File: config.mk
export PLATFORM = sky130hd
export DESIGN_NAME = led_run_ctrl
export DESIGN_NICKNAME = d
export VERILOG_FILES = /design/src/rtl/led_run_ctrl.sv
export SDC_FILE = /design/constraint.sdc
export NUM_CORES = 1
export LEC_CHECK = 0
export BUFFER_PORTS_ARGS = -buffer_cell sky130_fd_sc_hd__buf_2
export CORE_ASPECT_RATIO = 0.5
export CORE_MARGIN = 3
export CORE_UTILIZATION = 40
export DETAILED_ROUTE_END_ITERATION = 10
export PLACE_DENSITY = 0.68
export SYNTH_ARGS = -nofsm -noshare
export SYNTH_HDL_FRONTEND = slang
export SYNTH_SLANG_ARGS = --single-unit
File: constraint.sdc
create_clock -name clk -period 2.84 [get_ports clk]
set_input_delay 0.284 -clock clk [delete_from_list [all_inputs] [get_ports clk]]
set_output_delay 0.284 -clock clk [all_outputs]
set_load 0.02 [all_outputs]
File: src/rtl/led_run_ctrl.sv
// Running-light sequencer: turns debounced key presses into mode/speed/pause
// control and steps the 8-bit LED pattern on a speed-scaled prescaler tick.
module led_run_ctrl #(
    parameter int TICK_DIV = 12_500_000
) (
    input  logic       clk,
    input  logic       rst_n,
    input  logic       key_mode,
    input  logic       key_speed,
    input  logic       key_pause,
    output logic [7:0] led,
    output logic [1:0] mode,
    output logic [1:0] speed,
    output logic       running
);

    typedef enum logic [1:0] {
        MODE_LEFT   = 2'd0,
        MODE_RIGHT  = 2'd1,
        MODE_BOUNCE = 2'd2,
        MODE_FLASH  = 2'd3
    } mode_e;

    localparam logic [23:0] DIV = 24'(TICK_DIV);

    // Key order in the packed vectors: {mode, speed, pause}.
    logic [2:0]  key_q, key_d;
    mode_e       mode_q, mode_d;
    logic [1:0]  speed_q, speed_d;
    logic        running_q, running_d;
    logic [7:0]  led_q, led_d;
    logic        dir_left_q, dir_left_d;
    logic [23:0] cnt_q, cnt_d;

    logic [2:0]  key_now;
    logic [2:0]  press;
    logic [23:0] period;
    logic        tick;
    mode_e       mode_next;

    function automatic logic [7:0] init_pattern(input mode_e m);
        case (m)
            MODE_LEFT:   return 8'h01;
            MODE_RIGHT:  return 8'h80;
            MODE_BOUNCE: return 8'h01;
            default:     return 8'hFF;
        endcase
    endfunction

    assign key_now   = {key_mode, key_speed, key_pause};
    assign press     = key_q & ~key_now;
    assign period    = DIV >> speed_q;
    assign tick      = running_q && (cnt_q == period - 24'd1);
    assign mode_next = mode_e'(2'(mode_q + 2'd1));

    always_comb begin
        // NOTE: every _d gets its current value first so no path leaves it unassigned (no latches).
        key_d      = key_now;
        mode_d     = mode_q;
        speed_d    = speed_q;
        running_d  = running_q;
        led_d      = led_q;
        dir_left_d = dir_left_q;
        cnt_d      = cnt_q;

        if (tick) begin
            case (mode_q)
                MODE_LEFT:  led_d = {led_q[6:0], led_q[7]};
                MODE_RIGHT: led_d = {led_q[0], led_q[7:1]};
                MODE_BOUNCE: begin
                    if (dir_left_q) begin
                        if (led_q == 8'h80) begin
                            dir_left_d = 1'b0;
                            led_d      = 8'h40;
                        end else begin
                            led_d = led_q << 1;
                        end
                    end else begin
                        if (led_q == 8'h01) begin
                            dir_left_d = 1'b1;
                            led_d      = 8'h02;
                        end else begin
                            led_d = led_q >> 1;
                        end
                    end
                end
                default: led_d = ~led_q;
            endcase
        end

        if (running_q) begin
            cnt_d = tick ? 24'd0 : cnt_q + 24'd1;
        end

        // A mode press overrides any step computed above on the same cycle.
        if (press[2]) begin
            mode_d     = mode_next;
            led_d      = init_pattern(mode_next);
            dir_left_d = 1'b1;
            cnt_d      = 24'd0;
        end

        if (press[1]) begin
            speed_d = speed_q + 2'd1;
            cnt_d   = 24'd0;
        end

        if (press[0]) begin
            running_d = ~running_q;
        end
    end

    // NOTE: sequential state uses non-blocking assignments so all flops update together.
    always_ff @(posedge clk or negedge rst_n) begin
        if (!rst_n) begin
            key_q      <= 3'b111;
            mode_q     <= MODE_LEFT;
            speed_q    <= 2'd0;
            running_q  <= 1'b1;
            led_q      <= 8'h01;
            dir_left_q <= 1'b1;
            cnt_q      <= 24'd0;
        end else begin
            key_q      <= key_d;
            mode_q     <= mode_d;
            speed_q    <= speed_d;
            running_q  <= running_d;
            led_q      <= led_d;
            dir_left_q <= dir_left_d;
            cnt_q      <= cnt_d;
        end
    end

    assign led     = led_q;
    assign mode    = mode_q;
    assign speed   = speed_q;
    assign running = running_q;

endmodule

# Word level (Yosys, flattened, before mapping)
# Cells that the tools add are included.
[totals]
ff_bits = 41
output_inout_bits = 13
word_cells = 48
[classes]
addsub = 4
eq_ne = 7
shifts = 1
mux = 17
bitwise = 4
n_reduce_logical = 8
[op_table]
columns = ["cell", "count"]
rows = [
  ["$mux 24", 4],
  ["$mux 8", 4],
  ["$add 24x1->24 const B", 1],
  ["$eq 24x24->1", 1],
  ["$pmux 8 s3", 1],
  ["$shr 24x2->24 const A", 1],
  ["$sub 24x1->24 const B", 1],
  ["$pmux 8 s2", 1],
  ["$eq 8x1->1 const B", 1],
  ["$eq 8x8->1 const B", 1],
  ["$not 8->8", 1],
  ["$mux 7", 1],
  ["$mux 1", 6],
  ["$add 2x1->2 const B", 2],
  ["$eq 2x1->1 const B", 2],
  ["$eq 2x2->1 const B", 2],
  ["$logic_not 2->1", 2],
  ["$reduce_bool 2->1", 2],
  ["$and 3x3->3", 1],
  ["$not 3->3", 1],
  ["$reduce_bool 3->1", 1],
  ["$reduce_and 2->1", 1],
  ["$reduce_or 2->1", 1],
  ["$logic_and 1x1->1", 1],
  ["$not 1->1", 1],
]

# Depth between registers and ports, before layout
# Gate-level depths: netlist of run 1.
[depth]
depth_word = 8
depth_mapped = 12
depth_no_buf = 10

# Worst setup path after synthesis of run 1
# No wires, ideal clock.
[synth_timing]
path_kind = "reg2reg"
from = "register speed_q[0], in the netlist speed[0]"
to = "register led_q[3], in the netlist led[3]"
arrival_time_ps = 2732
path_slack_ps = -8
stages_incl_launch_ff = 12
n_path_buf = 2
period_less_slack_ps = 2848
cell_sequence = "dfrtp_1 -> inv_1 -> ha_1 -> inv_1 -> ha_1 -> xnor2_1 -> nor4_1 -> nand4_1 -> nand4bb_1 -> clkbuf_1 -> buf_1 -> o311ai_0"
[synth_via]
elab_chain_cells = 5
[synth_rtl]
columns = ["element", "line", "source"]
rows = [
  ["start: declaration", "29", "logic [1:0] speed_q, speed_d;"],
  ["start signal: assignment", "126", "speed_q <= speed_d;"],
  ["$shr 24x2->24", "52", "assign period = DIV >> speed_q;"],
  ["$sub 24x1->24", "53", "assign tick = running_q && (cnt_q == period - 24'd1);"],
  ["$eq 24x24->1", "53", ""],
  ["$logic_and 1x1->1", "53", ""],
  ["$reduce_bool 2->1 (no source line)", "n/a", ""],
  ["end signal: assignment", "128", "led_q <= led_d;"],
  ["end: declaration", "31", "logic [7:0] led_q, led_d;"],
]
# Every way passes these cells.
# A chain may end at the register's enable or synchronous reset.

# Worst setup path after layout of run 1
[layout_timing]
from = "register speed_q[0], in the netlist speed[0]"
to = "register cnt_q[1]"
[layout_via]
elab_chain_cells = 8
[layout_rtl]
columns = ["element", "line", "source"]
rows = [
  ["$shr 24x2->24", "52", ""],
  ["$sub 24x1->24", "53", ""],
  ["$eq 24x24->1", "53", ""],
  ["$logic_and 1x1->1", "53", ""],
  ["$mux 24", "92", "cnt_d = tick ? 24'd0 : cnt_q + 24'd1;"],
  ["$mux 24", "91", "if (running_q) begin"],
  ["$mux 24", "96", "if (press[2]) begin"],
  ["$mux 24", "103", "if (press[1]) begin"],
  ["end signal: assignment", "130", "cnt_q <= cnt_d;"],
  ["end: declaration", "33", "logic [23:0] cnt_q, cnt_d;"],
]
# Every way passes these cells. The select of a mux whose other input is x is not followed.

==> results of run 1 <==
[cells by family after synthesis]
family	count (synthesis)	synth area share, %
simple gates	116	23.3
flops	41	37.0
fa+ha+maj	16	7.16
compound gates	69	18.7
mux	13	4.92
buf+inv	32	4.30
xor+xnor	15	4.70
[through the flow]
| stage | TNS [ns] | setup slack, ns | utilization, % | instances | area [sq um] |
|---|---|---|---|---|---|
| 6_report | 0 | 0.0961 | 51.1 | 415 | 3270 |
| 5_1_grt | -0.478 | -0.0741 | 51.1 | 415 | 3270 |
| 4_1_cts | 0 | 0.0112 | 50.4 | 412 | 3230 |
| 3_5_place_dp | 0 | 0.0231 | 47.7 | 404 | 3060 |
| 3_3_place_gp | 0 | 0.119 | 47.7 | 404 | 3060 |
| 2_1_floorplan | 0 | 0.0310 | - | 302 | 2800 |
[per-layer routing]
layer	part of all wire (%)	track usage (%)
met5	0	0
met2	47	28.2
met3	4.3	3.41
met1	48	24.1
met4	1.3	5.33
[synthesized netlist by cell type (2+ instances only)]
master	count	share of area, %
mux2i_1	10	3.6
nand2_1	21	2.8
nor2_1	10	1.3
o2111ai_1	2	0.63
o21ai_0	8	1.4
nand2b_1	2	0.45
a2111o_1	3	1.2
ha_1	16	7.2
o31a_2	2	0.72
a21o_1	2	0.54
a31oi_1	11	2.5
nor3_1	7	1.3
o31ai_1	2	0.54
dfrtp_1	35	31
clkbuf_1	15	2.0
or3_2	3	0.81
and2_1	4	0.89
nand4_1	17	3.8
xnor2_1	9	2.8
o211ai_1	8	2.1
nor4_1	2	0.45
nor3b_1	2	0.54
a31o_2	2	0.63
inv_1	15	2.0
a22o_1	4	1.3
nand3_1	25	4.5
mux2_2	2	0.81
nor2b_1	6	1.3
a22oi_1	2	0.54
o311ai_0	5	1.6
dfstp_2	6	5.6
buf_1	2	0.27
a21oi_1	5	0.89
or3_1	3	0.67
o21bai_1	2	0.54
xor2_1	6	1.9
a221oi_1	2	0.63
and3_1	4	0.89
[state kept, by name (all words and copies together), names as in the netlist]
signal and flops:
running 1, mode 2, dir_left_q 1, key_q 3, led 8, cnt_q 24
speed 2
[worst paths after layout]
check | from | end | slack [ns] | cells past startpoint
max | speed[0] | cnt_q[1] | 0.1 | 8
min | key_pause | key_q[0] | 0.11 | 1
max reg2reg | speed[0] | cnt_q[1] | 0.1 | 8
min reg2reg | cnt_q[12] | cnt_q[12] | 0.52 | 1
max in group asynchronous | rst_n | speed[0] | 2.04 | 1
min in group asynchronous | rst_n | led[3] | 0.13 | 1
[worst register-to-register path, cell delays in order (launching register included)]
cell     delay (ns)
dfrtp_2        0.44
ha_1           0.25
or3b_1         0.36
a211o_1        0.30
or4_4          0.53
nor3_4         0.29
buf_4          0.18
nor2_2         0.05
a22o_1         0.24
[cell usage in the layout, fill, tap and decap left out, types with 3 or more instances in the layout]
cell type / n
dfrtp_1: 33
nand3_1: 25
nand2_1: 20
nand4_1: 17
buf_2: 17
ha_1: 16
buf_4: 16
inv_1: 15
a31oi_1: 11
nor2_1: 10
mux2i_1: 10
xnor2_1: 9
o211ai_1: 8
o21ai_0: 8
nor2b_1: 6
xor2_1: 6
dfstp_2: 6
nor3_1: 5
a21oi_1: 5
clkbuf_16: 5
and2_1: 4
and3_1: 4
o311ai_0: 4
a22o_1: 4
or3_1: 3
or3_2: 3
a2111o_1: 3
[layout make-up]
cell class,count,area (sq um)
Fill cell,605,3130
Multi-Input combinational cell,229,1680
Sequential cell,41,1040
Timing Repair Buffer,34,225
Clock buffer,6,129
Tap cell,88,110
Inverter,15,56.3
Clock inverter,2,38.8
[power by group through the flow]
| stage | clock [mW] | combinational (mW) | sequential, mW |
|---|---|---|---|
| floorplan | 0 | 0.731 | 0.923 |
| global placement | 0 | 1.14 | 0.848 |
| detailed placement | 0 | 1.16 | 0.856 |
| CTS | 0.656 | 1.17 | 0.845 |
| global route | 0.693 | 1.34 | 0.863 |
| finish | 0.647 | 1.20 | 0.844 |
[repair_timing]
action,CTS,global route
setup buffers,0,3
hold buffers,0,0
resized for setup,0,4
endpoints found under the setup margin,0,18
==> impl_metrics.json, run 1 <==
{
  "status": "completed",
  "startpoint_type": "flip-flop",
  "worstPathArrival_ns": 2.92,
  "seq_power_share_pct": 31.3,
  "power.leakage_nw": 1.40,
  "routed_wl_um": 6660,
  "maxCapViolCount": 0,
  "cp.required_ns": 3.01,
  "first_iter_violations": 177,
  "dpl.hpwl_um": 4750,
  "io_buffers": 17,
  "maxSlewHeadroom_pct": 37.6,
  "critPathMaxFanout": 6,
  "via_per_inst": 5.94,
  "die_area_sq_um": 8090,
  "cp-end-kind": "flip-flop",
  "finalCriticalPeriod_ns": 2.74,
  "grt_max_degree": 42,
  "netSwitchingFraction_pct": 40.2,
  "synth_edf_count": 0,
  "clkLatencyLatePin_ns": 0.28,
  "first_pass_iters": 4,
  "coreArea_sq_um": 6410,
  "crit_chain": "ha_1 -> or3b_1 -> a211o_1 -> or4_4 -> nor3_4 -> buf_4 -> nor2_2 -> a22o_1",
  "p_int_mw": 1.61,
  "p_sw_mw": 1.08,
  "combPwrFrac_pct": 44.6,
  "overflow": 0,
  "path_buf_inv": 1,
  "p_per_area_nw_per_um2": 823,
  "synth.ff_latch_count": 41,
  "h-tree-depth": 2,
  "rsz0062_at_grt": "true",
  "numCtsBuffers": 5,
  "cp_top_family": "simple AND/OR/NAND/NOR gates",
  "wl_per_cell_um": 16.0,
  "synthCells": 302,
  "finalSetupViolations": 0,
  "layout-drive-gt1-share_pct": 21.7,
  "nNetsFinal": 347,
  "area_growth_pct": 17.0,
  "drc": 0,
  "hold_path.class": "primary input to flip-flop",
  "finalHoldViolCount": 0,
  "max_freq_ghz": 0.364,
  "syn_area_sq_um": 2800,
  "synthFlopType": "dfrtp_1",
  "yosysSeqAreaShare_pct": 37.0,
  "gp_congestion": 0.837,
  "whs_ns": 0.109,
  "worst_pin_slew_ns": 0.936,
  "p_clk_share_pct": 24.0,
  "clkTransAtPathRegs_ns": 0.06,
  "ir_worst_vdd_mv": 0.467,
  "grt_use_total_pct": 17.5,
  "synthArstFlopShare_pct": 100,
  "yosysWarnings": 0,
  "finalCritPeriodShare_pct": 96.6,
  "slowest_stage": "or4_4",
  "cts_tree": "done",
  "cp_slowest_stage_delay_ns": 0.53,
  "initial_core_util_pct": 43.7,
  "chipHeight_um": 65.1,
  "slew_viol_final": 0,
  "grt_pass1_wl_um": 11700,
  "num_vias": 2466,
  "antenna_cells": 0,
  "syn_avg_cell_area_sq_um": 9.26,
  "antenna_found_initial": 0,
  "post_synth_num_cell_types": 58,
  "final_antenna_net_count": 0,
  "row_count": 20,
  "clockBufferDepth": 2,
  "critPathKind": "flip-flop to flip-flop",
  "fp.dieW_um": 124,
  "power_mw": 2.69,
  "grt_pass1_vias": 2433,
  "finClkSkew_ns": 0.00730,
  "cts.sinks": 41,
  "root_buffer": "clkbuf_16",
  "ioPinCount": 18,
  "synth_nets": 323
}
(Power assumes the default switching activity.)
==> run 2, diff against run 1 <==
==> constraint.sdc (replaced) <==
create_clock -name clk -period 2.84 [get_ports clk]
set_input_delay 0.568 -clock clk [delete_from_list [all_inputs] [get_ports clk]]
set_output_delay 0.568 -clock clk [all_outputs]
set_load 0.02 [all_outputs]
==> run 2 against run 1 <==
  * Via count rose by 1.3%
  * Combinational power is essentially flat
  * Power decreased by 3.4%
  * Sequential cell count did not move
  * Hold slack improved by 0.28 ns
==> impl_metrics.json, run 2 (synthesis results as in run 1) <==
{
  "status": "completed",
  "dpl.hpwl_um": 4840,
  "cp-end-kind": "flip-flop",
  "fin_cells": 413,
  "dp.cells": 404,
  "critPathMaxFanout": 6,
  "r2r_slack_ns": 0.13,
  "cp_top_family": "simple AND/OR/NAND/NOR gates",
  "row_count": 20,
  "hold_path.class": "primary input to flip-flop",
  "layout-drive-gt1-share_pct": 21.8,
  "antenna_cells": 0,
  "whs_path_depth": 1,
  "tns_ns": 0,
  "coreArea_sq_um": 6410,
  "crit_chain": "inv_1 -> ha_1 -> or3b_1 -> a211o_1 -> or4_4 -> nor3_4 -> buf_4 -> nor2_2 -> a22o_1",
  "clkTransAtPathRegs_ns": 0.06,
  "root_buffer": "clkbuf_16",
  "via_per_inst": 6.05,
  "r2r_cells": 9,
  "worst_slack_ns": 0.127,
  "drc": 0,
  "finalCritPeriodShare_pct": 95.5,
  "startpoint_type": "flip-flop",
  "cts_tree": "done",
  "maxCapViolCount": 0,
  "clockBufferDepth": 2,
  "grt_max_degree": 42,
  "finClkSkew_ns": 0.00544,
  "area_growth_pct": 15.9,
  "largest_reg_flops": 24,
  "grt_pass1_wl_um": 11800,
  "first_pass_iters": 4,
  "worst_pin_slew_ns": 1.25,
  "ir_worst_vdd_mv": 0.609,
  "chipHeight_um": 65.1,
  "io_buffers": 17,
  "hold_path_end": "key_q[0]",
  "cts.sinks": 41,
  "ioPinCount": 18,
  "antenna_found_initial": 0,
  "grt_use_total_pct": 18.0,
  "max_freq_ghz": 0.369,
  "finalCriticalPeriod_ns": 2.71,
  "finalSetupViolations": 0,
  "regArea_sq_um": 1040,
  "slowest_stage": "or4_4",
  "power_mw": 2.60,
  "critPathKind": "flip-flop to flip-flop",
  "maxSlewHeadroom_pct": 16.0,
  "fillCellCount": 587,
  "finalHoldViolCount": 0,
  "dp_slack_ns": -0.0642,
  "numCtsBuffers": 5,
  "rsz0062_at_grt": "true",
  "regMostFlops": "cnt_q",
  "r2r_end": "cnt_q[1]",
  "r2r_start": "speed[1]",
  "num_vias": 2498,
  "wl_per_cell_um": 16.5,
  "holdBufCountCts": 0,
  "path_buf_inv": 2,
  "whs_ns": 0.389,
  "multiInputGateArea_sq_um": 1680,
  "first_iter_violations": 205,
  "initial_core_util_pct": 43.7,
  "routed_wl_um": 6800,
  "hp-start": "key_pause",
  "final_common_cell": "dfrtp_1",
  "p_per_area_nw_per_um2": 803,
  "grt_pass1_vias": 2444,
  "gp_congestion": 0.859,
  "nNetsFinal": 345,
  "power.leakage_nw": 1.38,
  "clkLatencyLatePin_ns": 0.29,
  "overflow": 0,
  "final_antenna_net_count": 0,
  "slew_viol_final": 0,
  "cp_slowest_stage_delay_ns": 0.53,
  "cp.required_ns": 3.02,
  "layout_common_cells": "33 x dfrtp_1, 25 x nand3_1, 20 x nand2_1, 17 x nand4_1, 17 x buf_2",
  "die_area_sq_um": 8090,
  "fp.dieW_um": 124,
  "worstPathArrival_ns": 2.89,
  "h-tree-depth": 2
}
## run 2: cell types whose count changed in the layout (fill, tap and decap cells not counted)
cell | before | now
o311ai_0 | 4 | 5
clkbuf_1 | 1 | 0
inv_2 | 0 | 1
inv_6 | 0 | 1
buf_4 | 16 | 14
clkinvlp_4 | 0 | 1
o311ai_1 | 1 | 0
inv_1 | 15 | 14
bufinv_16 | 1 | 0
## run 2: worst max-delay path by stage
stage | from | to | cells past startpoint
floorplan | speed[1] | led[1] | 8
global placement | speed[1] | cnt_q[1] | 9
detailed placement | speed[0] | cnt_q[17] | 11
CTS | speed[1] | cnt_q[1] | 9
global route | speed[1] | cnt_q[1] | 9
finish | speed[1] | cnt_q[1] | 9
## run 2: worst register-to-register path, cell delays in order (launching register included)
cell     delay [ns]
dfrtp_2        0.42
inv_1          0.08
ha_1           0.22
or3b_1         0.36
a211o_1        0.29
or4_4          0.53
nor3_4         0.25
buf_4          0.19
nor2_2         0.04
a22o_1         0.24
## run 2: layer usage
metal | wire (um) | global-route usage, % | share of wire [%] | vias up
met2 | 3140 | 29.5 | 46 | 74
met4 | 90 | 6.28 | 1.3 | 0
met1 | 3170 | 23.2 | 47 | 1232
met5 | 0 | 0 | 0 | -
met3 | 394 | 4.87 | 5.8 | 10
li1 | - | - | - | 1182
## run 2: repair_timing
item,in CTS,in global routing
pin swaps,0,3
endpoints found under the hold margin,0,0
resized for setup,1,3
endpoints found under the setup margin,4,25
buffers inserted,0,1
## run 2: through the flow
stage / area (sq um) / util, %
floorplan: 2800 / -
global placement: 3060 / 47.7
detailed placement: 3060 / 47.7
CTS: 3210 / 50.1
global route: 3240 / 50.6
finish: 3240 / 50.6
## run 2: cell type report
type | instances | share of cell area [%]
tap | 88 | 3.40
multi-input combinational | 229 | 51.8
clock buffer | 5 | 3.86
timing repair buffer | 32 | 6.49
clock inverter | 3 | 0.772
sequential | 41 | 32.0
inverter | 15 | 1.74
## run 2: where the power goes
group | leakage [nW] | internal, mW | total [mW] | switching (mW)
logic | 0.776 | 0.481 | 1.18 | 0.696
registers | 0.534 | 0.694 | 0.849 | 0.155
clock network | 0.0704 | 0.330 | 0.578 | 0.248
total | 1.38 | 1.50 | 2.60 | 1.10
